File: src/rtl/rf_bank_arbiter_if.sv
// Request-side bus of the register-file bank arbiter: collector reads and the writeback port.
// The master modport is the requester side, the slave modport is the arbiter side.
interface rf_bank_arbiter_if #(
    parameter int NUM_OC = 8
);
    logic [NUM_OC-1:0]   rd_req_valid;
    logic [2*NUM_OC-1:0] rd_req_bank;
    logic [3*NUM_OC-1:0] rd_req_addr;
    logic [NUM_OC-1:0]   rd_req_ready;
    logic                wb_valid;
    logic [1:0]          wb_bank;
    logic [2:0]          wb_addr;
    logic [7:0]          wb_mask;
    logic [255:0]        wb_data;
    logic                wb_ready;

    modport master (
        output rd_req_valid, rd_req_bank, rd_req_addr,
        output wb_valid, wb_bank, wb_addr, wb_mask, wb_data,
        input  rd_req_ready, wb_ready
    );

    modport slave (
        input  rd_req_valid, rd_req_bank, rd_req_addr,
        input  wb_valid, wb_bank, wb_addr, wb_mask, wb_data,
        output rd_req_ready, wb_ready
    );
endinterface

File: src/rtl/rf_bank_arbiter.sv
// Per-bank arbiter for the 4-bank register file: round-robin among collector reads, one
// shared writeback, per-bank starvation counters that force reads, registered RF controls.
module rf_bank_arbiter #(
    parameter int NUM_OC       = 8,
    parameter int STARVE_LIMIT = 4
) (
    input  logic             clk,
    input  logic             rst,
    rf_bank_arbiter_if.slave req_if,
    output logic [2:0]       RF_Addr_0,
    output logic [2:0]       RF_Addr_1,
    output logic [2:0]       RF_Addr_2,
    output logic [2:0]       RF_Addr_3,
    output logic             RF_WR_0,
    output logic             RF_WR_1,
    output logic             RF_WR_2,
    output logic             RF_WR_3,
    output logic [7:0]       RF_WR_MASK,
    output logic [255:0]     WriteData,
    output logic [3:0]       ocid_out_0,
    output logic [3:0]       ocid_out_1,
    output logic [3:0]       ocid_out_2,
    output logic [3:0]       ocid_out_3
);
    localparam int         CW        = $clog2(STARVE_LIMIT + 1);
    localparam int         PW        = (NUM_OC > 1) ? $clog2(NUM_OC) : 1;
    localparam logic [3:0] OCID_IDLE = 4'hF;

    logic [PW-1:0]     rr_ptr     [4];
    logic [CW-1:0]     starve_cnt [4];
    logic [NUM_OC-1:0] cand       [4];
    logic [3:0]        rd_pend;
    logic [3:0]        wr_win;
    logic [3:0]        rd_win;
    logic [3:0]        rd_sel     [4];
    logic [2:0]        rd_addr    [4];
    logic [PW-1:0]     rr_next    [4];
    logic [NUM_OC-1:0] rd_ready;

    logic [2:0]        addr_q [4];
    logic [3:0]        wr_q;
    logic [3:0]        ocid_q [4];
    logic [7:0]        mask_q;
    logic [255:0]      data_q;

    always_comb begin
        rd_pend  = '0;
        wr_win   = '0;
        rd_win   = '0;
        rd_ready = '0;
        for (int unsigned b = 0; b < 4; b++) begin
            cand[b]    = '0;
            rd_sel[b]  = OCID_IDLE;
            rd_addr[b] = '0;
            rr_next[b] = rr_ptr[b];
            for (int unsigned i = 0; i < NUM_OC; i++) begin
                cand[b][i] = req_if.rd_req_valid[i] && (req_if.rd_req_bank[2*i +: 2] == 2'(b));
            end
            rd_pend[b] = |cand[b];
            wr_win[b]  = req_if.wb_valid && (req_if.wb_bank == 2'(b)) &&
                         (starve_cnt[b] < CW'(STARVE_LIMIT));
            // Pass 0 scans indices at/after the pointer, pass 1 the wrapped part below it.
            if (!wr_win[b]) begin
                for (int unsigned pass = 0; pass < 2; pass++) begin
                    for (int unsigned i = 0; i < NUM_OC; i++) begin
                        if (!rd_win[b] && cand[b][i] &&
                            ((pass == 0) == (i >= 32'(rr_ptr[b])))) begin
                            rd_win[b]   = 1'b1;
                            rd_sel[b]   = 4'(i);
                            rd_addr[b]  = req_if.rd_req_addr[3*i +: 3];
                            rr_next[b]  = PW'((i + 1) % NUM_OC);
                            rd_ready[i] = 1'b1;
                        end
                    end
                end
            end
        end
    end

    assign req_if.rd_req_ready = rst ? rd_ready : '0;
    assign req_if.wb_ready     = rst && (|wr_win);

    always_ff @(posedge clk or negedge rst) begin
        if (!rst) begin
            for (int unsigned b = 0; b < 4; b++) begin
                rr_ptr[b]     <= '0;
                starve_cnt[b] <= '0;
                addr_q[b]     <= '0;
                ocid_q[b]     <= OCID_IDLE;
            end
            wr_q   <= '0;
            mask_q <= '0;
            data_q <= '0;
        end else begin
            mask_q <= '0;
            for (int unsigned b = 0; b < 4; b++) begin
                if (wr_win[b]) begin
                    addr_q[b]     <= req_if.wb_addr;
                    wr_q[b]       <= 1'b1;
                    ocid_q[b]     <= OCID_IDLE;
                    mask_q        <= req_if.wb_mask;
                    data_q        <= req_if.wb_data;
                    starve_cnt[b] <= rd_pend[b] ? starve_cnt[b] + 1'b1 : '0;
                end else if (rd_win[b]) begin
                    addr_q[b]     <= rd_addr[b];
                    wr_q[b]       <= 1'b0;
                    ocid_q[b]     <= rd_sel[b];
                    rr_ptr[b]     <= rr_next[b];
                    starve_cnt[b] <= '0;
                end else begin
                    wr_q[b]       <= 1'b0;
                    ocid_q[b]     <= OCID_IDLE;
                    starve_cnt[b] <= '0;
                end
            end
        end
    end

    assign RF_Addr_0  = addr_q[0];
    assign RF_Addr_1  = addr_q[1];
    assign RF_Addr_2  = addr_q[2];
    assign RF_Addr_3  = addr_q[3];
    assign RF_WR_0    = wr_q[0];
    assign RF_WR_1    = wr_q[1];
    assign RF_WR_2    = wr_q[2];
    assign RF_WR_3    = wr_q[3];
    assign RF_WR_MASK = mask_q;
    assign WriteData  = data_q;
    assign ocid_out_0 = ocid_q[0];
    assign ocid_out_1 = ocid_q[1];
    assign ocid_out_2 = ocid_q[2];
    assign ocid_out_3 = ocid_q[3];
endmodule

File: src/flat_wrapper.sv
// flat-port wrapper written by rule: the top's interface ports become plain ports
module rf_bank_arbiter_flat 
#(
    parameter int NUM_OC       = 8,
    parameter int STARVE_LIMIT = 4
)
  (clk, rst, RF_Addr_0, RF_Addr_1, RF_Addr_2, RF_Addr_3, RF_WR_0, RF_WR_1, RF_WR_2, RF_WR_3, RF_WR_MASK, WriteData, ocid_out_0, ocid_out_1, ocid_out_2, ocid_out_3, req_if_rd_req_valid, req_if_rd_req_bank, req_if_rd_req_addr, req_if_wb_valid, req_if_wb_bank, req_if_wb_addr, req_if_wb_mask, req_if_wb_data, req_if_rd_req_ready, req_if_wb_ready);
  rf_bank_arbiter_if #(.NUM_OC(NUM_OC)) req_if_i ();
  input  logic clk;
  input  logic rst;
  output logic [2:0] RF_Addr_0;
  output logic [2:0] RF_Addr_1;
  output logic [2:0] RF_Addr_2;
  output logic [2:0] RF_Addr_3;
  output logic RF_WR_0;
  output logic RF_WR_1;
  output logic RF_WR_2;
  output logic RF_WR_3;
  output logic [7:0] RF_WR_MASK;
  output logic [255:0] WriteData;
  output logic [3:0] ocid_out_0;
  output logic [3:0] ocid_out_1;
  output logic [3:0] ocid_out_2;
  output logic [3:0] ocid_out_3;
  input wire logic [$bits(req_if_i.rd_req_valid)-1:0] req_if_rd_req_valid;
  input wire logic [$bits(req_if_i.rd_req_bank)-1:0] req_if_rd_req_bank;
  input wire logic [$bits(req_if_i.rd_req_addr)-1:0] req_if_rd_req_addr;
  input wire logic [$bits(req_if_i.wb_valid)-1:0] req_if_wb_valid;
  input wire logic [$bits(req_if_i.wb_bank)-1:0] req_if_wb_bank;
  input wire logic [$bits(req_if_i.wb_addr)-1:0] req_if_wb_addr;
  input wire logic [$bits(req_if_i.wb_mask)-1:0] req_if_wb_mask;
  input wire logic [$bits(req_if_i.wb_data)-1:0] req_if_wb_data;
  output wire logic [$bits(req_if_i.rd_req_ready)-1:0] req_if_rd_req_ready;
  output wire logic [$bits(req_if_i.wb_ready)-1:0] req_if_wb_ready;
  assign req_if_i.rd_req_valid = req_if_rd_req_valid;
  assign req_if_i.rd_req_bank = req_if_rd_req_bank;
  assign req_if_i.rd_req_addr = req_if_rd_req_addr;
  assign req_if_i.wb_valid = req_if_wb_valid;
  assign req_if_i.wb_bank = req_if_wb_bank;
  assign req_if_i.wb_addr = req_if_wb_addr;
  assign req_if_i.wb_mask = req_if_wb_mask;
  assign req_if_i.wb_data = req_if_wb_data;
  assign req_if_rd_req_ready = req_if_i.rd_req_ready;
  assign req_if_wb_ready = req_if_i.wb_ready;
  rf_bank_arbiter #(.NUM_OC(NUM_OC), .STARVE_LIMIT(STARVE_LIMIT)) u_core (.clk(clk), .rst(rst), .req_if(req_if_i), .RF_Addr_0(RF_Addr_0), .RF_Addr_1(RF_Addr_1), .RF_Addr_2(RF_Addr_2), .RF_Addr_3(RF_Addr_3), .RF_WR_0(RF_WR_0), .RF_WR_1(RF_WR_1), .RF_WR_2(RF_WR_2), .RF_WR_3(RF_WR_3), .RF_WR_MASK(RF_WR_MASK), .WriteData(WriteData), .ocid_out_0(ocid_out_0), .ocid_out_1(ocid_out_1), .ocid_out_2(ocid_out_2), .ocid_out_3(ocid_out_3));
endmodule
File: config.mk
export PLATFORM = sky130hd
export DESIGN_NAME = rf_bank_arbiter_flat
export DESIGN_NICKNAME = d
export VERILOG_FILES = /design/src/rtl/rf_bank_arbiter_if.sv /design/src/rtl/rf_bank_arbiter.sv /design/src/flat_wrapper.sv
export SDC_FILE = /design/constraint.sdc
export NUM_CORES = 1
export LEC_CHECK = 0
export ABC_AREA = 0
export BUFFER_PORTS_ARGS = -buffer_cell sky130_fd_sc_hd__buf_2
export CORE_AREA = 5 5 243 245
export DETAILED_ROUTE_END_ITERATION = 8
export DIE_AREA = 0 0 248 250
export MAX_ROUTING_LAYER = met4
export PLACE_DENSITY_LB_ADDON = 0.1
export SYNTH_ARGS = -nofsm -noshare
export SYNTH_HDL_FRONTEND = slang
export SYNTH_SLANG_ARGS = --single-unit
File: constraint.sdc
create_clock -name clk -period 6.1 [get_ports clk]
set_input_delay 0.305 -clock clk [delete_from_list [all_inputs] [get_ports clk]]
set_output_delay 0.305 -clock clk [all_outputs]
set_load 0.05 [all_outputs]
# After elaboration in Yosys (flattened, before gate mapping)
# Index checks and enable logic that the tools add are counted.
# totals
ram_bits,0
out_inout_bits,305
romBits,0
memories,0
wordCells,750
latch_bits,0
register_bits,320
in_bits,320
# op_classes
shift,0
n_reduce_logical,236
mul,0
div,0
muxes,400
n_eq_ne,27
addsub,4
bitwise,32
magnitude_cmp,32
# ops
operator,n
$mux W256,4
$mux W3,136
$mux W4,68
$mux W1,183
$logic_and A1 B1 Y1,153
$mux W8,9
$reduce_bool A15 Y1,4
$logic_not A1 Y1,56
$eq A2 B2 Y1 const B,18
$ge A3 B3 Y1 const A,12
$not A1 Y1,32
$reduce_or A8 Y1,4
$ge A1 B3 Y1 const A,8
$ge A2 B3 Y1 const A,8
$eq A2 B1 Y1 const B,9
$logic_not A2 Y1,9
$add A3 B1 Y3 const B,4
$lt A3 B3 Y1 const B,4
$reduce_and A3 Y1,4
$reduce_bool A2 Y1,4
$reduce_bool A4 Y1,1
$reduce_or A4 Y1,1

# Longest topological paths before layout
# Gate-level depths: netlist (run 1).
# logic_depth
depth_word,84
mapped_depth,10

# Least setup slack after synthesis (run 1)
# Ideal clock, no wire load.
# synth_path
kind,reg-to-output
startpoint,register u_core.rr_ptr[8] in the netlist's numbering
endpoint,output port req_if_rd_req_ready[1]
stages_incl_launch_ff,10
slack_ps,3120
required_time_ps,5795
arrival_time_ps,2675
n_path_buf,2
cell_sequence,dfrtp_1 buf_2 a21oi_1 a21o_4 or4_4 buf_6 nor4_4 a21o_1 a221oi_1 a21boi_1
# synth_via
elab_chain_len,55
elab_cells_between_ends,64
cone_classes,order compare (7); mux (28); bitwise (2); reduce/logical (27)
# synth_lines
element,line,rtl
start: declaration,rf_bank_arbiter.sv:29,logic [PW-1:0] rr_ptr [4];
start signal: indexed assignment,rf_bank_arbiter.sv:108,rr_ptr[b] <= rr_next[b];
$ge A1 B3 Y1,rf_bank_arbiter.sv:67,((pass == 0) == (i >= 32'(rr_ptr[b])))) begin
$logic_and A1 B1 Y1,rf_bank_arbiter.sv:66,if (!rd_win[b] && cand[b][i] &&
$mux W1,rf_bank_arbiter.sv:66,
$mux W1,rf_bank_arbiter.sv:63,if (!wr_win[b]) begin
$logic_not A1 Y1,rf_bank_arbiter.sv:66,
$logic_and A1 B1 Y1 (2 in series),rf_bank_arbiter.sv:66,
$mux W1,rf_bank_arbiter.sv:66,
$mux W1,rf_bank_arbiter.sv:63,
[... 35 more ...],-,
$logic_and A1 B1 Y1 (2 in series),rf_bank_arbiter.sv:66,
$mux W1 (*),rf_bank_arbiter.sv:66,
$mux W8 (*),rf_bank_arbiter.sv:63,
$mux W1 (2 in series),rf_bank_arbiter.sv:66,
$mux W8 (*),rf_bank_arbiter.sv:63,
$mux W1 (2 in series),rf_bank_arbiter.sv:66,
$mux W8 (*),rf_bank_arbiter.sv:63,
$mux W8 (*),rf_bank_arbiter.sv:80,assign req_if.rd_req_ready = rst ? rd_ready : '0;
end: declaration,flat_wrapper.sv:33,output wire logic [$bits(req_if_i.rd_req_ready)-1:0] req_if_rd_req_ready;
# Mark *: on every way between the ends. The rest lies on a longest branch, timed or not. The select of a mux whose other input is x is not followed.

# Worst setup path in the final report (run 1)
# layout_path
startpoint,register u_core.rr_ptr[2] in the netlist's numbering
endpoint,output port req_if_rd_req_ready[5]
# layout_via
elab_chain_len,69
elab_cells_between_ends,82
cone_classes,order compare (7); mux (30); bitwise (6); reduce/logical (39)
# layout_lines
element,line
$ge A1 B3 Y1,rf_bank_arbiter.sv:67
$logic_and A1 B1 Y1,rf_bank_arbiter.sv:66
$mux W1,rf_bank_arbiter.sv:66
$mux W1,rf_bank_arbiter.sv:63
$logic_not A1 Y1,rf_bank_arbiter.sv:66
$logic_and A1 B1 Y1 (2 in series),rf_bank_arbiter.sv:66
$mux W1,rf_bank_arbiter.sv:66
$mux W1,rf_bank_arbiter.sv:63
[... 50 more ...],-
$logic_and A1 B1 Y1 (2 in series),rf_bank_arbiter.sv:66
$mux W1,rf_bank_arbiter.sv:66
$mux W1,rf_bank_arbiter.sv:63
$logic_not A1 Y1,rf_bank_arbiter.sv:66
$logic_and A1 B1 Y1 (2 in series),rf_bank_arbiter.sv:66
$mux W1 (*),rf_bank_arbiter.sv:66
$mux W8 (*),rf_bank_arbiter.sv:63
$mux W8 (*),rf_bank_arbiter.sv:80
# Marks and branches as above.

==> flow_summary.toml, run 1 <==
[floorplan]
die_h_um = 250
die_area_um2 = 62000
core-area_um2 = 56920
start_util_pct = 27.19
rows = 88
dieWidth_um = 248
ios = 625

[setup_path]
r2r_end = "u_core.RF_Addr_2[0]"
crit_arrival_ns = 3.83
reg2regPathDepth = 7
startpoint_type = "flip-flop"
crit_required_ns = 5.79
r2r_setup_slack_ns = 2.80
critPathMaxFanout = 13
critPathCaptureType = "output pin"
path_class = "flip-flop to output pin"
r2r-start = "u_core.rr_ptr[5]"

[route]
drt_iter0_markers = 1077
first_pass_iters = 5
ant_nets = 0
wl_um = 72720
wl_per_cell_um = 24.30
vias_per_cell = 5.005
vias = 14970
drc_errors = 0

[timing]
fmax_mhz = 241.6
worstMarginPinSlew_ns = 1.111
final.setup.tns_ns = 0
rsz0062_at_grt = "false"
min_period_ns = 4.139
skew_ns = 0.03749
slew_headroom_pct = 25.94
setup_viol = 0
drv_slew = 0
hold_viol = 0
finalCritPeriodShare_pct = 67.85

[min_path]
min-delay-start = "req_if_wb_data[228]"
min_delay_path_depth = 2
hold_end = "u_core.WriteData[228]"
hp-class = "input port to flip-flop"

[global_route]
use_met2_pct = 36.42
grt_pass1_vias = 15550
top_usage_layer = "met2"
grt_pass1_wl_um = 104000
overflow = 0
grt_max_degree = 170
use_met3_pct = 6.575
grt_use_total_pct = 22.88
antenna_found_initial = 9
globalRouteMet1Util_pct = 27.17

[power]
p_int_uw = 5051
power_density_nw_per_um2 = 381.9
ir_worst_vdd_mv = 0.2440
switching_power_uw = 3846
leakage_uw = 0.01067
p_clk_share_pct = 27.3
comb_power_share_pct = 40.8
seqPwrFrac_pct = 31.9
p_sw_share_pct = 43.22

[synth]
synth-edff-count = 0
synthTopCellsByArea = "dfrtp_1 (49%), mux2_2 (19%), dfstp_2 (2.7%), nor2_1 (2.0%), nand2_1 (1.8%)"
yosysTopAreaCell = "dfrtp_1"
ys_types = 86
yosysWarnings = 0
synth_nets = 1651
yosys-top-cells-count = "dfrtp_1 (304), mux2_2 (260), nor2_1 (83)"
synth_area_um2 = 15480
synth.yosys.seq_area_share_pct = 51.87
synth-seq-cells = 320
synth.most_common_cell = "dfrtp_1"
syn-instance-count = 1327
netlist.area_leader.share_pct = 49.15
synth_ff_type = "dfrtp_1"
syn_area_per_cell_um2 = 11.66
ys_async_sr_fraction_pct = 100.0

[job]
drv_cap = 0

[finish]
area_growth_syn_to_layout_pct = 50.52
nets = 2515
fin_area_um2 = 23300
layout-drive-gt1-share_pct = 44.91
final_util_pct = 40.92

[cts]
cts-resized-gates = 0
cts_hold_buf = 260
htree_levels = 2
cts_tree = "yes"
cts_buffer_depth = 3
clock_latency_ns = 0.58
post_cts.repair.setup_buffers = 0
numCtsBuffers = 41
cts.sinks = 320
clockRootBuffer = "clkbuf_16"
cts.clk_slew.worst_paths_ns = 0.06

[outcome]
status = "complete, no violations"

[place]
hpwl_um = 54520
placed_cell_area_um2 = 19340
io_buffers = 624
gp_congestion = 0.9307
[layout make-up]
| class | count | area (µm²) |
|---|---|---|
| Fill cell | 5519 | 33630 |
| Multi-Input combinational cell | 917 | 7057 |
| Tap cell | 765 | 957.2 |
| Antenna cell | 9 | 22.52 |
| Clock inverter | 7 | 117.6 |
| Sequential cell | 320 | 8028 |
| Inverter | 19 | 71.32 |
| Clock buffer | 63 | 1210 |
| Timing Repair Buffer | 892 | 5833 |
[per-layer routing]
layer | up-vias | share of wire [%]
met2 | 729 | 47
met5 | - | 0
met3 | 180 | 9.1
met1 | 7347 | 39
met4 | 0 | 4.6
li1 | 6718 | -
[placed cells by master (no fill, tap or decap), drive strengths merged, types with 43 or more instances in the layout]
| master | count |
|---|---|
| nand2 | 76 |
| nor3 | 43 |
| nor2 | 84 |
| buf | 632 |
| dlygate4sd3 | 260 |
| mux2 | 260 |
| dfrtp | 304 |
| clkbuf | 63 |
| a21oi | 43 |
| o21ai | 43 |
[sequential cells by signal (all words and copies together) (netlist names), 8 cells and up]
register	cells
u_core.RF_WR_MASK	8
u_core.WriteData	256
u_core.starve_cnt	12
u_core.rr_ptr	12
[power groups by stage]
stage / sequential, µW / combinational [µW] / clock, µW
2_1_floorplan: 4120 / 1150 / 0
3_3_place_gp: 2850 / 3520 / 0
3_5_place_dp: 2870 / 3490 / 0
4_1_cts: 2830 / 3640 / 2510
5_1_grt: 2890 / 3810 / 2600
6_report: 2840 / 3630 / 2430
[cell families (layout without fill, tap and decap cells)]
kind of cell / count (synthesis) / count (layout) / synth area share (%)
DFF: 320 / 320 / 51.87
AOI/OAI and AO/OA: 261 / 261 / 12.13
and+or+nand+nor: 388 / 388 / 13.92
buffers and inverters: 90 / 981 / 2.579
muxes: 264 / 264 / 19.18
adders and majority gates: 4 / 4 / 0.3234
other: 0 / 9 / 0
[critical path, stage by stage (launching register included)]
cell and delay [ns]:
dfrtp_1 0.60, and4b_1 0.34, a21oi_1 0.21, nand4b_1 0.29, nor3_2 0.62, a31oi_1 0.41
nor2_1 0.28, o31a_1 0.22, buf_2 0.28
[through the flow]
step                hold WS [ns]  worst slack [ns]  instances  total power [µW]
CTS                     0.004871             2.012       2983              8985
global placement          0.3148             2.577       2653              6370
detailed placement        0.3050             2.566       2653              6360
finish                   0.03592             1.961       2992              8897
global route             0.01556             1.792       2991              9303
floorplan               0.009409             3.120       1327              5268
[worst max-delay path by stage]
| stage | endpoint | start | slack [ns] |
|---|---|---|---|
| 2_1_floorplan | req_if_rd_req_ready[1] | u_core.rr_ptr[8] | 3.12 |
| 3_3_place_gp | req_if_rd_req_ready[0] | req_if_rd_req_bank[3] | 2.58 |
| 3_5_place_dp | req_if_wb_ready | req_if_wb_bank[0] | 2.57 |
| 4_1_cts | req_if_rd_req_ready[5] | u_core.rr_ptr[2] | 2.01 |
| 5_1_grt | req_if_rd_req_ready[5] | u_core.rr_ptr[2] | 1.79 |
| 6_report | req_if_rd_req_ready[5] | u_core.rr_ptr[2] | 1.96 |
(Power assumes the default switching activity.)
==> run 2, diff against run 1 <==
--- a/config.mk
+++ b/config.mk
@@ -7,9 +7,9 @@
 export LEC_CHECK = 0
 export ABC_AREA = 0
 export BUFFER_PORTS_ARGS = -buffer_cell sky130_fd_sc_hd__buf_2
-export CORE_AREA = 5 5 243 245
+export CORE_AREA = 5 5 237 239
 export DETAILED_ROUTE_END_ITERATION = 8
-export DIE_AREA = 0 0 248 250
+export DIE_AREA = 0 0 242 244
 export MAX_ROUTING_LAYER = met4
 export PLACE_DENSITY_LB_ADDON = 0.1
 export SYNTH_ARGS = -nofsm -noshare
==> constraint.sdc (replaced) <==
create_clock -name clk -period 3.57 [get_ports clk]
set_input_delay 0.1785 -clock clk [delete_from_list [all_inputs] [get_ports clk]]
set_output_delay 0.1785 -clock clk [all_outputs]
set_load 0.05 [all_outputs]
==> run 2 against run 1 <==
Compared with the run above: first-iteration DRC count up 2.9%; critical path depth grew 1; total power is 74% higher; combinational power rose by 75%; core utilization rose by 3.4 points; sequential power up 71%.
==> flow_summary.toml, run 2 (synthesis gave the netlist of run 1 again) <==
[finish]
final_util_pct = 44.34
layout-drive-gt1-share_pct = 47.23
fin_area_um2 = 23770
final_common_cell = "buf_2"
most-common-layout-cells = "buf_2 (621), dfrtp_1 (297), dlygate4sd3_1 (265), mux2_2 (260), nor2_1 (82)"
largest_reg_flops = 256
area_growth_syn_to_layout_pct = 53.56
n_fill_cell = 5051
nets = 2554

[setup_path]
crit_required_ns = 3.39
crit_arrival_ns = 3.33
r2r-start = "u_core.rr_ptr[2]"
startpoint_type = "flip-flop"
slowest_stage = "dfrtp_2"
path_class = "flip-flop to output pin"
r2r_setup_slack_ns = 0.63
cp_common_cell = "buf_4"
endpoint = "req_if_rd_req_ready[5]"
reg2regPathDepth = 8
critPathCaptureType = "output pin"
crit_path_start = "u_core.rr_ptr[2]"
cp_cell_sequence = "and4b_2, a21oi_1, nand4b_1, nor3_2, buf_4, a31oi_2, nor2_1, o31a_1, buf_4"
r2r_end = "u_core.rr_ptr[2]"
slowest_delay_ns = 0.50
critPathMaxFanout = 10

[cts]
cts.sinks = 320
cts.clk_slew.worst_paths_ns = 0.05
htree_levels = 2
cts_tree = "yes"
numCtsBuffers = 40
clockRootBuffer = "clkbuf_16"
cts_buffer_depth = 3
clock_latency_ns = 0.55

[floorplan]
dieWidth_um = 242
die_area_um2 = 59050
rows = 85
core-area_um2 = 53600
ios = 625
die_h_um = 244
start_util_pct = 28.87

[global_route]
grt_pass1_wl_um = 109300
grt_pass1_vias = 15670
antenna_found_initial = 5
grt_use_total_pct = 24.90
overflow = 0
grt_max_degree = 123

[outcome]
status = "complete, no violations"

[min_path]
hp-class = "input port to flip-flop"
min_delay_path_depth = 3

[route]
first_pass_iters = 5
drc_errors = 0
drt_iter0_markers = 1108
ant_nets = 0
vias = 15190
wl_per_cell_um = 25.26
vias_per_cell = 5.129
wl_um = 74820

[place]
gp_congestion = 0.9472
io_buffers = 624
hpwl_um = 56940
placed_cell_area_um2 = 19540

[power]
leakage_uw = 0.01095
fin_total_pwr_uw = 15510
ir_worst_vdd_mv = 0.3805
power_density_nw_per_um2 = 652.8

[job]
drv_cap = 0

[timing]
fmax_mhz = 285.3
worstMarginPinSlew_ns = 0.9263
finalCritPeriodShare_pct = 98.17
hold_ws_ns = 0.04100
skew_ns = 0.01810
rsz0062_at_grt = "true"
slew_headroom_pct = 38.25
drv_slew = 0
final.setup.tns_ns = 0
min_period_ns = 3.505
hold_viol = 0
setup_viol = 0
run 2: layer usage:
layer,vias to the layer above,wire length (µm),global-route usage (%)
li1,6809,-,-
met1,7600,31100,31.10
met2,656,36440,41.31
met3,127,4794,4.903
met4,0,2487,7.435
met5,-,0,-
run 2: metrics by stage:
stage | worst slack, ns | cells
global route | -0.04659 | 2960
CTS | 0.0005622 | 2951
finish | 0.06545 | 2962
detailed placement | 0.1506 | 2615
global placement | 0.07071 | 2615
floorplan | 0.7162 | 1327
run 2: cell type report:
type | count | area [µm²] | area share, %
Sequential cell | 320 | 8036 | 33.81
Tap cell | 696 | 870.8 | 3.664
Antenna cell | 7 | 17.52 | 0.07370
Clock buffer | 59 | 1225 | 5.154
Inverter | 19 | 71.32 | 0.3001
Multi-Input combinational cell | 917 | 7167 | 30.16
Timing Repair Buffer | 932 | 6201 | 26.09
Clock inverter | 12 | 177.7 | 0.7476
run 2: power breakdown:
group / leakage (µW) / internal [µW] / switching [µW]
clock: 0.000691 / 2660 / 1620
sequential: 0.00377 / 4380 / 495
combinational: 0.00649 / 1880 / 4480
run 2: worst min path at each step:
stage                           start                   to  slack [ns]
finish              req_if_wb_addr[0]  u_core.RF_Addr_2[0]        0.04
global route        req_if_wb_addr[1]  u_core.RF_Addr_1[1]        0.03
CTS                 req_if_wb_addr[0]  u_core.RF_Addr_2[0]       0.007
detailed placement                rst     u_core.rr_ptr[9]        0.07
global placement                  rst     u_core.rr_ptr[9]        0.06
floorplan                         rst  u_core.RF_Addr_0[0]       -0.12
run 2: critical path: cells and delay by family, from the launching register on:
family / cells / cell delay, ns
simple gates: 4 / 0.98
compound gates: 3 / 0.90
flops: 1 / 0.50
buf+inv: 2 / 0.39
run 2: what timing repair did:
action	4_1_cts	5_1_grt
hold buffers	265	0
endpoints found under the setup margin	8	7
pin swaps	0	3
gates resized for setup	18	13
endpoints found under the hold margin	398	0
buffers inserted	0	4
==> run 3, diff against run 2 <==
--- a/config.mk
+++ b/config.mk
@@ -7,9 +7,11 @@
 export LEC_CHECK = 0
 export ABC_AREA = 0
 export BUFFER_PORTS_ARGS = -buffer_cell sky130_fd_sc_hd__buf_2
-export CORE_AREA = 5 5 237 239
+export CELL_PAD_IN_SITES_DETAIL_PLACEMENT = 0
+export CELL_PAD_IN_SITES_GLOBAL_PLACEMENT = 1
+export CORE_AREA = 5 5 240 242
 export DETAILED_ROUTE_END_ITERATION = 8
-export DIE_AREA = 0 0 242 244
+export DIE_AREA = 0 0 245 247
 export MAX_ROUTING_LAYER = met4
 export PLACE_DENSITY_LB_ADDON = 0.1
 export SYNTH_ARGS = -nofsm -noshare
==> run 3 against run 2 <==
Compared with the run above: die area grew 2.5%; combinational power grew 0.6%; non-clock buffer count increased by 10; register-to-register slack improved by 0.03 ns; final area is essentially flat; sequential power barely moved; cell count increased by 0.54%; total power decreased by 0.83%; flip-flop and latch count is the same; via count grew 0.39%; core utilization fell by 1.0 points; worst setup slack improved by 0.036 ns.
==> flow_summary.toml, run 3 (synthesis gave the netlist of run 1 again) <==
[place]
io_buffers = 624
placed_cell_area_um2 = 19650
place_ws_ns = 0.4510
hpwl_um = 59730
gp_congestion = 0.9666

[setup_path]
path_class = "flip-flop to output pin"
crit_path_start = "u_core.rr_ptr[11]"
r2r_end = "u_core.rr_ptr[2]"
r2r_setup_slack_ns = 0.66
crit_required_ns = 3.39
critPathCaptureType = "output pin"
reg2regPathDepth = 10
crit_arrival_ns = 3.29
startpoint_type = "flip-flop"
endpoint = "req_if_rd_req_ready[1]"
critPathMaxFanout = 15
r2r-start = "u_core.rr_ptr[2]"

[route]
vias_per_cell = 5.122
vias = 15250
first_pass_iters = 7
drt_iter0_markers = 1075
wl_um = 76630
wl_per_cell_um = 25.73
ant_nets = 0
drc_errors = 0

[floorplan]
core-area_um2 = 54880
die_h_um = 247
dieWidth_um = 245
die_area_um2 = 60520
rows = 86
start_util_pct = 28.20
ios = 625

[finish]
fin_area_um2 = 23760
final_common_cell = "buf_2"
most-common-layout-cells = "buf_2 (621), dfrtp_1 (298), dlygate4sd3_1 (266), mux2_2 (260), nor2_1 (81)"
nets = 2564
multiInputGateArea_um2 = 7121
largest_reg_flops = 256
layout-drive-gt1-share_pct = 46.85
n_fill_cell = 5340
area_growth_syn_to_layout_pct = 53.52
register_area_um2 = 8035

[timing]
worstMarginPinSlew_ns = 0.8502
final.setup.tns_ns = 0
rsz0062_at_grt = "false"
drv_slew = 0
slew_headroom_pct = 43.32
setup_viol = 0
skew_ns = 0.01801
hold_viol = 0
fmax_mhz = 288.3
min_period_ns = 3.468
timing.final.ws_setup_ns = 0.1017
finalCritPeriodShare_pct = 97.15

[global_route]
grt_pass1_vias = 15850
antenna_found_initial = 4
overflow = 0
grt_pass1_wl_um = 108800
grt_use_total_pct = 24.71
grt_max_degree = 139

[cts]
htree_levels = 2
cts.clk_slew.worst_paths_ns = 0.06
numCtsBuffers = 39
cts.sinks = 320
cts_tree = "yes"
clockRootBuffer = "clkbuf_16"
cts_buffer_depth = 3
clock_latency_ns = 0.55

[power]
power_density_nw_per_um2 = 647.6
ir_worst_vdd_mv = 0.4430
leakage_uw = 0.01098

[min_path]
hp-class = "input port to flip-flop"
min_delay_path_depth = 3

[job]
drv_cap = 0

[outcome]
status = "complete, no violations"
[run 3: cell types whose count changed in the layout (fill, tap and decap cells not counted), sizes merged]
cell	delta
clkinvlp	-1
nor3	+1
inv	+1
bufinv	-2
diode	-4
dlygate4sd3	+1
buf	+8
clkbuf	+4
[run 3: worst min path at each step]
stage | slack [ns] | endpoint | start
6_report | 0.08 | u_core.RF_Addr_1[0] | req_if_wb_addr[0]
5_1_grt | 0.08 | u_core.RF_Addr_2[0] | req_if_wb_addr[0]
4_1_cts | 0.05 | u_core.RF_Addr_1[0] | req_if_wb_addr[0]
3_5_place_dp | 0.20 | u_core.starve_cnt[9] | rst
3_3_place_gp | 0.22 | u_core.starve_cnt[9] | rst
2_1_floorplan | -0.12 | u_core.RF_Addr_0[0] | rst
[run 3: area by class of cell]
type,instances,area share [%]
multi-input combinational,918,29.97
clock buffer,62,5.197
timing repair buffer,942,26.48
sequential,320,33.82
antenna,3,0.03160
inverter,19,0.3002
tap,704,3.707
clock inverter,10,0.5003
[run 3: power by group]
group          switching (µW)  total [µW]  internal (µW)  leakage, µW
clock                    1610        4130           2530     0.000674
combinational            4510        6400           1890      0.00653
sequential                475        4850           4380      0.00377
[run 3: timing repair]
item / in CTS / in global routing
setup endpoints to repair: 6 / 8
pin swaps: 1 / 2
buffers inserted: 0 / 2
gates cloned: 0 / 1
gates resized for setup: 10 / 10
hold endpoints to repair: 327 / 0
hold buffers: 266 / 0
[run 3: worst max-delay path, stage by stage, from the launching register on]
cell and delay [ns]:
dfrtp_2 0.50, or2_2 0.19, o22ai_1 0.15, or4_4 0.64
or2_1 0.30, o22ai_1 0.29, nand2_1 0.15, a21boi_1 0.21
buf_2 0.30
[run 3: per-layer routing]
metal,part of all wire (%),wire length (µm),global-route usage (%)
met2,49,37480,41.00
met1,40,30930,30.58
met5,0,0,-
met3,7.5,5713,5.231
met4,3.3,2497,7.508
[run 3: per-stage QoR]
step                utilization, %  power (µW)  hold slack [ns]  std cells
floorplan                        -        9002          -0.1171       1327
global placement             35.80       11020           0.2192       2634
detailed placement           35.80       11010           0.2029       2634
CTS                          43.18       15510          0.04624       2972
global route                 43.29       16080          0.08488       2977
finish                       43.30       15390          0.07544       2978
